`config.mk`:
```
export PLATFORM = sky130hd
export DESIGN_NAME = alu_op_issue_flat
export DESIGN_NICKNAME = d
export VERILOG_FILES = /design/src/rtl/alu_op_issue_if.sv /design/src/rtl/alu_op_issue.sv /design/src/flat_wrapper.sv
export SDC_FILE = /design/constraint.sdc
export NUM_CORES = 1
export LEC_CHECK = 0
export BUFFER_PORTS_ARGS = -buffer_cell sky130_fd_sc_hd__buf_2
export CAP_MARGIN = 20
export CORE_MARGIN = 1.5
export CORE_UTILIZATION = 40
export CTS_CLUSTER_SIZE = 10
export DETAILED_ROUTE_END_ITERATION = 8
export MAX_ROUTING_LAYER = met4
export PLACE_DENSITY = 0.75
export REMOVE_ABC_BUFFERS = 1
export SLEW_MARGIN = 20
export SYNTH_ARGS = -nofsm -noshare
export SYNTH_HDL_FRONTEND = slang
export SYNTH_SLANG_ARGS = --single-unit
```
`constraint.sdc`:
```
create_clock -name clk -period 1.9 [get_ports clk]
set_input_delay 0 -clock clk [delete_from_list [all_inputs] [get_ports clk]]
set_output_delay 0 -clock clk [all_outputs]
set_load 0.03 [all_outputs]
```
`src/rtl/alu_op_issue_if.sv`:
```
// rtl/alu_op_issue_if.sv - handshake bundle between register-read, issue stage and ALU
// Purpose: groups the upstream op channel (in_*) and the downstream ALU
//   channel (out_*) of the ALU issue stage into one interface.
// Ports (signals):
//   in_valid/in_ready      upstream op handshake
//   in_aluop/in_funct      decode inputs
//   in_a/in_b/in_rd        operands and destination tag
//   out_valid/out_ready    downstream handshake toward the ALU
//   out_aluctl/out_a/out_b/out_rd/out_illegal  head entry presented to the ALU
// Modports:
//   slave   the issue stage itself
//   master  the surrounding pipeline (register-read producer + ALU consumer)
interface alu_op_issue_if #(
  parameter int DW  = 32,
  parameter int RDW = 5
);
  logic           in_valid;
  logic           in_ready;
  logic [1:0]     in_aluop;
  logic [5:0]     in_funct;
  logic [DW-1:0]  in_a;
  logic [DW-1:0]  in_b;
  logic [RDW-1:0] in_rd;
  logic           out_valid;
  logic           out_ready;
  logic [3:0]     out_aluctl;
  logic [DW-1:0]  out_a;
  logic [DW-1:0]  out_b;
  logic [RDW-1:0] out_rd;
  logic           out_illegal;

  modport slave (
    input  in_valid, in_aluop, in_funct, in_a, in_b, in_rd, out_ready,
    output in_ready, out_valid, out_aluctl, out_a, out_b, out_rd, out_illegal
  );

  modport master (
    output in_valid, in_aluop, in_funct, in_a, in_b, in_rd, out_ready,
    input  in_ready, out_valid, out_aluctl, out_a, out_b, out_rd, out_illegal
  );
endinterface

```
`src/rtl/alu_op_issue.sv`:
```
// rtl/alu_op_issue.sv - ALU issue stage: ALUOp/funct decode with a 2-entry skid buffer
// Purpose: accepts decoded ops from register-read, translates ALUOp/funct into
//   the 4-bit ALU control code and holds up to two ops so downstream stalls
//   never drop work. Undecodable ops flow through in order, flagged, and are
//   counted in a saturating counter.
// Ports:
//   clk          rising-edge clock
//   rst_n        asynchronous active-low reset
//   bus          alu_op_issue_if.slave (in_* upstream channel, out_* ALU channel)
//   illegal_cnt  saturating count of accepted illegal ops
module alu_op_issue #(
  parameter int         DW          = 32,
  parameter int         RDW         = 5,
  parameter int         CNTW        = 16,
  parameter logic [3:0] ILLEGAL_CTL = 4'd15
) (
  input  logic            clk,
  input  logic            rst_n,
  alu_op_issue_if.slave   bus,
  output logic [CNTW-1:0] illegal_cnt
);

  typedef enum logic [1:0] {EMPTY, ONE, TWO} state_t;

  typedef struct packed {
    logic [3:0]     ctl;
    logic [DW-1:0]  a;
    logic [DW-1:0]  b;
    logic [RDW-1:0] rd;
    logic           ill;
  } entry_t;

  state_t state;
  state_t state_nx;
  entry_t head;
  entry_t tail;
  entry_t new_e;
  logic   in_ready_q;
  logic   out_valid_q;
  logic   push;
  logic   pop;
  logic [3:0] dec_ctl;
  logic       dec_ill;

  assign push = bus.in_valid & in_ready_q;
  assign pop  = out_valid_q & bus.out_ready;

  always_comb begin
    dec_ctl = ILLEGAL_CTL;
    dec_ill = 1'b1;
    case (bus.in_aluop)
      2'b00: begin dec_ctl = 4'd2; dec_ill = 1'b0; end
      2'b01: begin dec_ctl = 4'd6; dec_ill = 1'b0; end
      2'b10: begin
        case (bus.in_funct)
          6'd32: begin dec_ctl = 4'd2;  dec_ill = 1'b0; end
          6'd34: begin dec_ctl = 4'd6;  dec_ill = 1'b0; end
          6'd36: begin dec_ctl = 4'd0;  dec_ill = 1'b0; end
          6'd37: begin dec_ctl = 4'd1;  dec_ill = 1'b0; end
          6'd39: begin dec_ctl = 4'd12; dec_ill = 1'b0; end
          6'd42: begin dec_ctl = 4'd7;  dec_ill = 1'b0; end
          default: begin dec_ctl = ILLEGAL_CTL; dec_ill = 1'b1; end
        endcase
      end
      default: begin dec_ctl = ILLEGAL_CTL; dec_ill = 1'b1; end
    endcase
  end

  always_comb begin
    new_e.ctl = dec_ctl;
    new_e.a   = bus.in_a;
    new_e.b   = bus.in_b;
    new_e.rd  = bus.in_rd;
    new_e.ill = dec_ill;
  end

  // Push cannot occur in TWO because in_ready is already low there.
  always_comb begin
    state_nx = state;
    case (state)
      EMPTY: if (push) state_nx = ONE;
      ONE: begin
        if (push && !pop)      state_nx = TWO;
        else if (!push && pop) state_nx = EMPTY;
      end
      TWO:   if (pop) state_nx = ONE;
      default: state_nx = EMPTY;
    endcase
  end

  always_ff @(posedge clk or negedge rst_n) begin
    if (!rst_n) begin
      state       <= EMPTY;
      head        <= '0;
      tail        <= '0;
      in_ready_q  <= 1'b1;
      out_valid_q <= 1'b0;
    end else begin
      state       <= state_nx;
      // Ready/valid are derived from the next state so both are plain flops.
      in_ready_q  <= (state_nx != TWO);
      out_valid_q <= (state_nx != EMPTY);
      case (state)
        EMPTY: if (push) head <= new_e;
        ONE: begin
          // With a simultaneous pop the new op replaces the departing head.
          if (push && pop) head <= new_e;
          else if (push)   tail <= new_e;
        end
        TWO:   if (pop) head <= tail;
        default: ;
      endcase
    end
  end

  always_ff @(posedge clk or negedge rst_n) begin
    if (!rst_n) begin
      illegal_cnt <= '0;
    end else if (push && dec_ill && (illegal_cnt != {CNTW{1'b1}})) begin
      illegal_cnt <= illegal_cnt + 1'b1;
    end
  end

  assign bus.in_ready    = in_ready_q;
  assign bus.out_valid   = out_valid_q;
  assign bus.out_aluctl  = head.ctl;
  assign bus.out_a       = head.a;
  assign bus.out_b       = head.b;
  assign bus.out_rd      = head.rd;
  assign bus.out_illegal = head.ill;

endmodule

```
`src/flat_wrapper.sv`:
```
// flat-port wrapper written by rule: the top's interface ports become plain ports
module alu_op_issue_flat 
#(
  parameter int         DW          = 32,
  parameter int         RDW         = 5,
  parameter int         CNTW        = 16,
  parameter logic [3:0] ILLEGAL_CTL = 4'd15
)
  (clk, rst_n, illegal_cnt, bus_in_valid, bus_in_aluop, bus_in_funct, bus_in_a, bus_in_b, bus_in_rd, bus_out_ready, bus_in_ready, bus_out_valid, bus_out_aluctl, bus_out_a, bus_out_b, bus_out_rd, bus_out_illegal);
  alu_op_issue_if #(.DW(DW), .RDW(RDW)) bus_i ();
  input  logic clk;
  input  logic rst_n;
  output logic [CNTW-1:0] illegal_cnt;
  input wire logic [$bits(bus_i.in_valid)-1:0] bus_in_valid;
  input wire logic [$bits(bus_i.in_aluop)-1:0] bus_in_aluop;
  input wire logic [$bits(bus_i.in_funct)-1:0] bus_in_funct;
  input wire logic [$bits(bus_i.in_a)-1:0] bus_in_a;
  input wire logic [$bits(bus_i.in_b)-1:0] bus_in_b;
  input wire logic [$bits(bus_i.in_rd)-1:0] bus_in_rd;
  input wire logic [$bits(bus_i.out_ready)-1:0] bus_out_ready;
  output wire logic [$bits(bus_i.in_ready)-1:0] bus_in_ready;
  output wire logic [$bits(bus_i.out_valid)-1:0] bus_out_valid;
  output wire logic [$bits(bus_i.out_aluctl)-1:0] bus_out_aluctl;
  output wire logic [$bits(bus_i.out_a)-1:0] bus_out_a;
  output wire logic [$bits(bus_i.out_b)-1:0] bus_out_b;
  output wire logic [$bits(bus_i.out_rd)-1:0] bus_out_rd;
  output wire logic [$bits(bus_i.out_illegal)-1:0] bus_out_illegal;
  assign bus_i.in_valid = bus_in_valid;
  assign bus_i.in_aluop = bus_in_aluop;
  assign bus_i.in_funct = bus_in_funct;
  assign bus_i.in_a = bus_in_a;
  assign bus_i.in_b = bus_in_b;
  assign bus_i.in_rd = bus_in_rd;
  assign bus_i.out_ready = bus_out_ready;
  assign bus_in_ready = bus_i.in_ready;
  assign bus_out_valid = bus_i.out_valid;
  assign bus_out_aluctl = bus_i.out_aluctl;
  assign bus_out_a = bus_i.out_a;
  assign bus_out_b = bus_i.out_b;
  assign bus_out_rd = bus_i.out_rd;
  assign bus_out_illegal = bus_i.out_illegal;
  alu_op_issue #(.DW(DW), .RDW(RDW), .CNTW(CNTW), .ILLEGAL_CTL(ILLEGAL_CTL)) u_core (.clk(clk), .rst_n(rst_n), .bus(bus_i), .illegal_cnt(illegal_cnt));
endmodule
```
==> metrics.md, run 1 <==
| Metric | Value |
|---|---|
| Layout area overhead | 38.1% |
| Top post-synthesis cells by area | dfrtp_1 59%, mux2_2 12%, nand2_1 8.3%, a31oi_1 6.1%, nor2_1 4.0% |
| WS Path Type | register to register |
| Required @ worst endpoint | 2.22 ns |
| Period utilisation layout | between 90 and 100% |
| Gr usage total | approximately a fifth |
| Most numerous cell in the Yosys netlist | dfrtp_1 |
| H-tree lvl count | 4 |
| Die height | 137 um |
| Post-synthesis sequential area ratio | 58.9% |
| Main synth FF type | dfrtp_1 |
| Worst clock skew | 0.0121 ns |
| Drt wl/cell | about 15 um |
| Max-capacitance violation count | 0 |
| Multi-input logic area | roughly 0.0028 sq mm |
| Global-route wire length before repair | around 28 mm |
| ANT nets after route | 0 |
| Critical path capture point type | register |
| R2R cell count | 6 |
| Reg-to-Reg End | u_core.illegal_cnt[1] |
| Core ar. | 0.0174 sq mm |
| GPL Wtd Cong | 0.780 |
| Drt total wl | 17.9 mm |
| Avg Cell Area, Syn | 10.6 sq um |
| CP delay by family, top | simple AND/OR/NAND/NOR gates |
| Width of the chip | around 140 um |
| Ys async rst share | 100% |
| Diode count | 0 |
| Non-filler instance count after layout | 1166 |
| CP endpoint | u_core.illegal_cnt[1] |
| Initial Util | 41.2% |
| Max Slew Vio Count | 0 |
| CTS tree | done |
| Worst setup SP type | register |
| Crit path time final | 1.90 ns |
| FF/Latch Area | roughly 0.0042 sq mm |
| Worst-path fanout max | 4 |
| Area leader, netlist | dfrtp_1 |
| Cell area power density | about 1800 mW/mm^2 |
| Flop2flop setup slack | 0.003 ns |
| Post-synth EDFFs | 0 |
| Worst path max stage delay | 0.41 ns |
| Buf/Inv on CP | 0 |
| Status | complete, no violations |
| Worst Setup SP | u_core.illegal_cnt[0] |
| Root Driver | clkbuf_16 |
| Setup violations, final | 0 |
| Hold crit path type | primary input to register |
| Cell row count | 48 |
| Largest net degree at the start of global routing | 76 |
| Cell variety after synth | 39 |
| Layout cells sized above 1 | 33.2% |
| Vias in the first global route | just under 6000 |
| Grt total ovfl | 0 |
| Full die area | 0.0187 sq mm |
| Cts bufs inserted | 17 |
| Post-Syn Instances | 677 |
| Post-CTS setup buffers | 0 |
| VDD IR max | 0.898 mV |
| Setup TNS | 0 ns |
| # fillers | roughly 1500 |
| Crit. path cell count | 6 |
| Reg clk slew, reported paths | 0.07 ns |
| Worst Tran Pin Value | 0.768 ns |
| Share of the synthesized area in the top cell type | roughly 60% |
| Top cells by count, synth | 167 x dfrtp_1, 158 x nand2_1, 76 x nor2_1 |
| Critical path data arrival time | 2.21 ns |
| Clock Path Buffers | 2 |
| PortBufs | 172 |
| # IOs | roughly 170 |
| Nets | between 1000 and 1500 |
| R2R Path Start | u_core.illegal_cnt[0] |
| Mapped cell area | 0.00714 sq mm |
| Router iterations before antenna repair | 5 |
| Worst relative slew slack | about half |
| Remaining DRCs | 0 |
| DR vias/cell | between 5 and 6 |
| Worst-Skew Late Latency | 0.43 ns |
| Syn. warnings | 0 |
| Hold Worst Slack | about 0.034 ns |
| P_leak | 4.51 nW |
| Antenna violations before repair | 0 |
| FMAX | 527 MHz |
| Vias | 5990 |
| Placed Instances | 1058 |
| CP max stage cell | dfrtp_1 |
| Iteration-0 DRC count of the detailed router | around 270 |
| CP cell instances | ha_1, nand4_1, nor4_2, nor2_1, nand2_1, mux2_2 |
| Seq cells post-synth | 168 |
| HPWL Detailed | 10.8 mm |
| Final Hold Vio Count | 0 |
| Clk sinks | around 170 |
## layout by cell type, fill, tap and decap left out, types with 2 or more instances in the layout
cell,count
buf_2,171
dfrtp_1,167
nand2_1,158
nor2_1,76
dlygate4sd3_1,76
mux2_2,75
a31oi_1,70
clkbuf_16,17
buf_4,16
nand3_1,12
xnor2_1,12
buf_12,10
a21oi_1,7
o21ai_0,6
nand4_1,6
inv_6,6
nor3_1,4
bufinv_16,4
and2_1,3
inv_1,3
nor2b_1,3
and4_1,3
and3_1,3
o21a_1,2
nand2b_1,2
o41ai_1,2
nand4b_1,2
clkinv_2,2
## worst reg2reg max path, cell delays in order (launching register included)
cell     delay (ns)
dfrtp_1        0.41
ha_1           0.23
nand4_1        0.18
nor4_2         0.41
nor2_1         0.10
nand2_1        0.12
mux2_2         0.34
## cell type report
cell class / instances / share of cell area, %
sequential: 168 / 42.6
multi-input combinational: 464 / 28.2
timing repair buffer: 274 / 19.7
clock buffer: 17 / 4.31
tap: 225 / 2.85
clock inverter: 15 / 2.13
inverter: 3 / 0.114
## how the worst min path moves through the flow
stage,start,to,slack [ns],cells past startpoint
floorplan,rst_n,u_core.bus.out_a[0],-0.30,0
global placement,rst_n,u_core.bus.out_b[0],-0.01,1
detailed placement,rst_n,u_core.bus.out_b[0],-0.01,1
CTS,bus_in_funct[3],u_core.bus.out_aluctl[3],0.01,5
global route,bus_in_funct[3],u_core.bus.out_aluctl[3],0.08,5
finish,bus_in_funct[3],u_core.bus.out_aluctl[3],0.03,5
## logic make-up (layout without fill, tap and decap cells)
group / after synthesis / count (layout) / share of synthesized area [%]
multiplexers: 76 / 76 / 12.0
buffers and inverters: 45 / 309 / 2.70
adder cells (fa/ha/maj): 1 / 1 / 0.175
AO/OA/AOI/OAI: 94 / 94 / 8.32
AND/OR/NAND/NOR: 280 / 280 / 16.4
flip-flops: 168 / 168 / 58.9
XOR/XNOR: 13 / 13 / 1.59
## report_power, final
| group | internal, W | switching [W] |
|---|---|---|
| combinational | 0.00285 | 0.00450 |
| sequential | 0.00531 | 0.000937 |
| clock | 0.00223 | 0.00151 |
| total | 0.0104 | 0.00694 |
## registers in the layout (all words and copies together), names as in the netlist
name                    cells
u_core.bus.in_ready         1
u_core.bus.out_a           32
u_core.bus.out_rd           5
u_core.bus.out_valid        1
u_core.bus.out_aluctl       4
u_core.illegal_cnt         16
u_core.bus.out_illegal      1
u_core.tail                74
u_core.state                2
u_core.bus.out_b           32
## stage by stage
stage	utilization, %	setup slack (ns)	total power (W)	area [sq um]
floorplan	-	-4.24	0.0112	6960
global placement	48.8	0.132	0.0132	8460
detailed placement	48.8	0.0794	0.0135	8460
CTS	56.8	0.0728	0.0174	9860
global route	56.8	-0.0604	0.0184	9860
finish	56.8	0.00310	0.0173	9860
## metal layers
metal | global-route usage (%) | share of wire (%) | vias to the layer above
met4 | 6.91 | 1.7 | 0
met1 | 24.0 | 43 | 2918
li1 | - | - | 2834
met2 | 33.9 | 49 | 210
met3 | 4.00 | 6.0 | 28
met5 | - | 0 | -
## repair_timing
item | 4_1_cts | 5_1_grt
hold buffers | 76 | 0
endpoints found under the setup margin | 0 | 1
gates resized for setup | 0 | 1
endpoints found under the hold margin | 309 | 0
(Power assumes the default switching activity.)
==> run 2, diff against run 1 <==
Settings changed: PLACE_DENSITY 0.75 to not set.
==> run 2 against run 1 <==
  * First-iteration DRC count up 2.6%
  * Routed wire length down 5.4%
  * Setup slack better by 0.14 ns
  * Total power down 3.8%
  * Register-to-register slack better by 0.14 ns
  * Clock power down 12%
  * Sequential share of layout area up 0.42 points
==> metrics.md, run 2 (synthesized netlist as in run 1, its figures left out) <==
| Metric | Value |
|---|---|
| Commonest non-fill, non-tap cell in the layout | buf_2 (unchanged) |
| Worst-Skew Late Latency | 0.41 ns (was 0.43 ns) |
| Cell row count | 48 (unchanged) |
| Int Power | 0.00995 W (was 0.0104 W) |
| Largest reg by FF count | u_core.tail (unchanged) |
| P_leak | 4.45 nW (was 4.51 nW) |
| Clock Path Buffers | 2 (unchanged) |
| Width of the chip | 137 um (unchanged) |
| Critical path capture point type | register (unchanged) |
| Required @ worst endpoint | 2.19 ns (was 2.22 ns) |
| Reg clk slew, reported paths | 0.07 ns (about the same) |
| Cell area after layout | 0.00977 sq mm (was 0.00986 sq mm) |
| Worst clock skew | 0.00678 ns (was 0.0121 ns) |
| HPWL Detailed | 11.0 mm (was 10.8 mm) |
| Worst Slack Setup Final | 0.147 ns (was 0.00310 ns) |
| Max-capacitance violation count | 0 (unchanged) |
| Critical path data arrival time | 2.05 ns (was 2.21 ns) |
| Crit path time final | 1.75 ns (was 1.90 ns) |
| Setup TNS | 0 ns (unchanged) |
| Initial Util | 41.2% (unchanged) |
| Period utilisation layout | 92.2% (was 99.8%) |
| Placed Instances | 1060 (was 1058) |
| Switch Pwr | 0.00672 W (was 0.00694 W) |
| CP endpoint | u_core.bus.out_a[31] (was u_core.illegal_cnt[1]) |
| Most frequent cells in the layout | 171 x buf_2, 167 x dfrtp_1, 158 x nand2_1 (unchanged) |
| Worst setup SP type | register (unchanged) |
| DR vias/cell | 4.90 (was 5.14) |
| Sw Share | 40.3% (was 40.1%) |
| Status | complete, no violations (unchanged) |
| Hold crit path type | primary input to register (unchanged) |
| Drt total wl | 16.9 mm (was 17.9 mm) |
| WS Path Type | register to register (unchanged) |
| Worst Tran Pin Value | 0.785 ns (was 0.768 ns) |
| Final Hold Vio Count | 0 (unchanged) |
| Largest net degree at the start of global routing | 76 (unchanged) |
| Die height | 137 um (unchanged) |
| Grt total ovfl | 0 (unchanged) |
| RSZ-0062 raised after global routing | no |
| Core ar. | 0.0174 sq mm (unchanged) |
| Remaining DRCs | 0 (unchanged) |
| VDD IR max | 0.877 mV (was 0.898 mV) |
| Pre-CTS setup slack | 0.164 ns (was 0.0794 ns) |
| H-tree lvl count | 4 (unchanged) |
| Iteration-0 DRC count of the detailed router | 278 (was 271) |
| Cell area power density | 1710 mW/mm^2 (was 1760 mW/mm^2) |
| Non-filler instance count after layout | 1165 (was 1166) |
| Worst-path fanout max | 41 (was 4) |
| Vias | 5709 (was 5990) |
| Worst relative slew slack | 47.6% (was 48.8%) |
| Root Driver | clkbuf_16 (unchanged) |
| Cts bufs inserted | 17 (unchanged) |
| Worst Setup SP | u_core.state[1] (was u_core.illegal_cnt[0]) |
| Setup violations, final | 0 (unchanged) |
| Clock power frac | 19.7% (was 21.6%) |
| Nets | 1009 (was 1010) |
| Clk sinks | 168 (unchanged) |
| Full die area | 0.0187 sq mm (unchanged) |
| ANT nets after route | 0 (unchanged) |
| FMAX | 571 MHz (was 527 MHz) |
| Final total power | 0.0167 W (was 0.0173 W) |
| GPL Wtd Cong | 0.801 (was 0.780) |
| Vias in the first global route | 5585 (was 5800) |
| CTS resizes | 0 (unchanged) |
| Post-placement cell area | 0.00847 sq mm (was 0.00846 sq mm) |
| Router iterations before antenna repair | 4 (was 5) |
| R2R Path Start | u_core.state[1] (was u_core.illegal_cnt[0]) |
| PortBufs | 172 (unchanged) |
| Max FFs per register | 74 (unchanged) |
| R2R cell count | 7 (was 6) |
| Layout area overhead | 36.7% (was 38.1%) |
| Layout cells sized above 1 | 33.2% (about the same) |
| Max Slew Vio Count | 0 (unchanged) |
| Flop2flop setup slack | 0.15 ns (was 0.003 ns) |
| Reg-to-Reg End | u_core.bus.out_a[31] (was u_core.illegal_cnt[1]) |
| Register share of total power | 37.4% (was 36.1%) |
| Antenna violations before repair | 0 (unchanged) |
| Combinational Power Share | 42.9% (was 42.4%) |
| Drt wl/cell | 14.5 um (was 15.3 um) |
| CTS tree | done (unchanged) |
| Gr usage total | 19.2% (was 20.1%) |
| Diode count | 0 (unchanged) |
| Global-route wire length before repair | 27.4 mm (was 28.5 mm) |
| # IOs | 173 (unchanged) |
run 2: worst min-delay path by stage:
stage	cells past startpoint	slack (ns)	startpoint	to
floorplan	0	-0.30	rst_n	u_core.bus.out_a[0]
global placement	1	-0.01	rst_n	u_core.bus.out_a[0]
detailed placement	1	-0.01	rst_n	u_core.bus.out_a[0]
CTS	4	0.01	bus_in_funct[2]	u_core.tail[71]
global route	5	0.05	bus_in_funct[3]	u_core.bus.out_aluctl[3]
finish	4	0.04	bus_in_funct[2]	u_core.tail[71]
run 2: worst max-delay path, cell delays in order (launching register included):
cell      delay (ns)
dfrtp_1         0.49
and3b_1         0.26
o21bai_2        0.22
o31ai_4         0.12
buf_4           0.18
buf_12          0.17
nor2_1          0.12
a31oi_1         0.05
run 2: repair_timing:
item | in CTS | in global routing
hold buffers | 73 | 0
endpoints found under the setup margin | 0 | 0
setup buffers | 0 | 0
hold endpoints to repair | 267 | 0
run 2: final cells by class:
class	count	area, sq um
inverter	3	11.3
clock inverter	13	123
fill	1544	7590
sequential	168	4210
multi-input combinational	464	2770
tap	225	282
clock buffer	19	443
timing repair buffer	273	1930
run 2: power by group through the flow:
| stage | clock network [W] | registers [W] | logic, W |
|---|---|---|---|
| after CTS | 0.00338 | 0.00622 | 0.00724 |
| after floorplan | 0 | 0.00784 | 0.00333 |
| after global placement | 0 | 0.00622 | 0.00701 |
| final | 0.00329 | 0.00623 | 0.00715 |
| after global routing | 0.00353 | 0.00644 | 0.00783 |
| after detailed placement | 0 | 0.00628 | 0.00711 |
run 2: metal layers:
metal | part of all wire (%) | routed length [um] | GRT usage (%) | vias to the layer above
li1 | - | - | - | 2823
met1 | 48 | 8080 | 25.2 | 2742
met2 | 46 | 7760 | 30.3 | 131
met3 | 5.3 | 888 | 3.85 | 13
met4 | 0.94 | 159 | 5.20 | 0
met5 | 0 | 0 | - | -
run 2: through the flow:
stage / util, % / hold slack (ns)
2_1_floorplan: - / -0.296
3_3_place_gp: 48.8 / -0.0107
3_5_place_dp: 48.8 / -0.0120
4_1_cts: 56.3 / 0.0139
5_1_grt: 56.3 / 0.0512
6_report: 56.3 / 0.0447
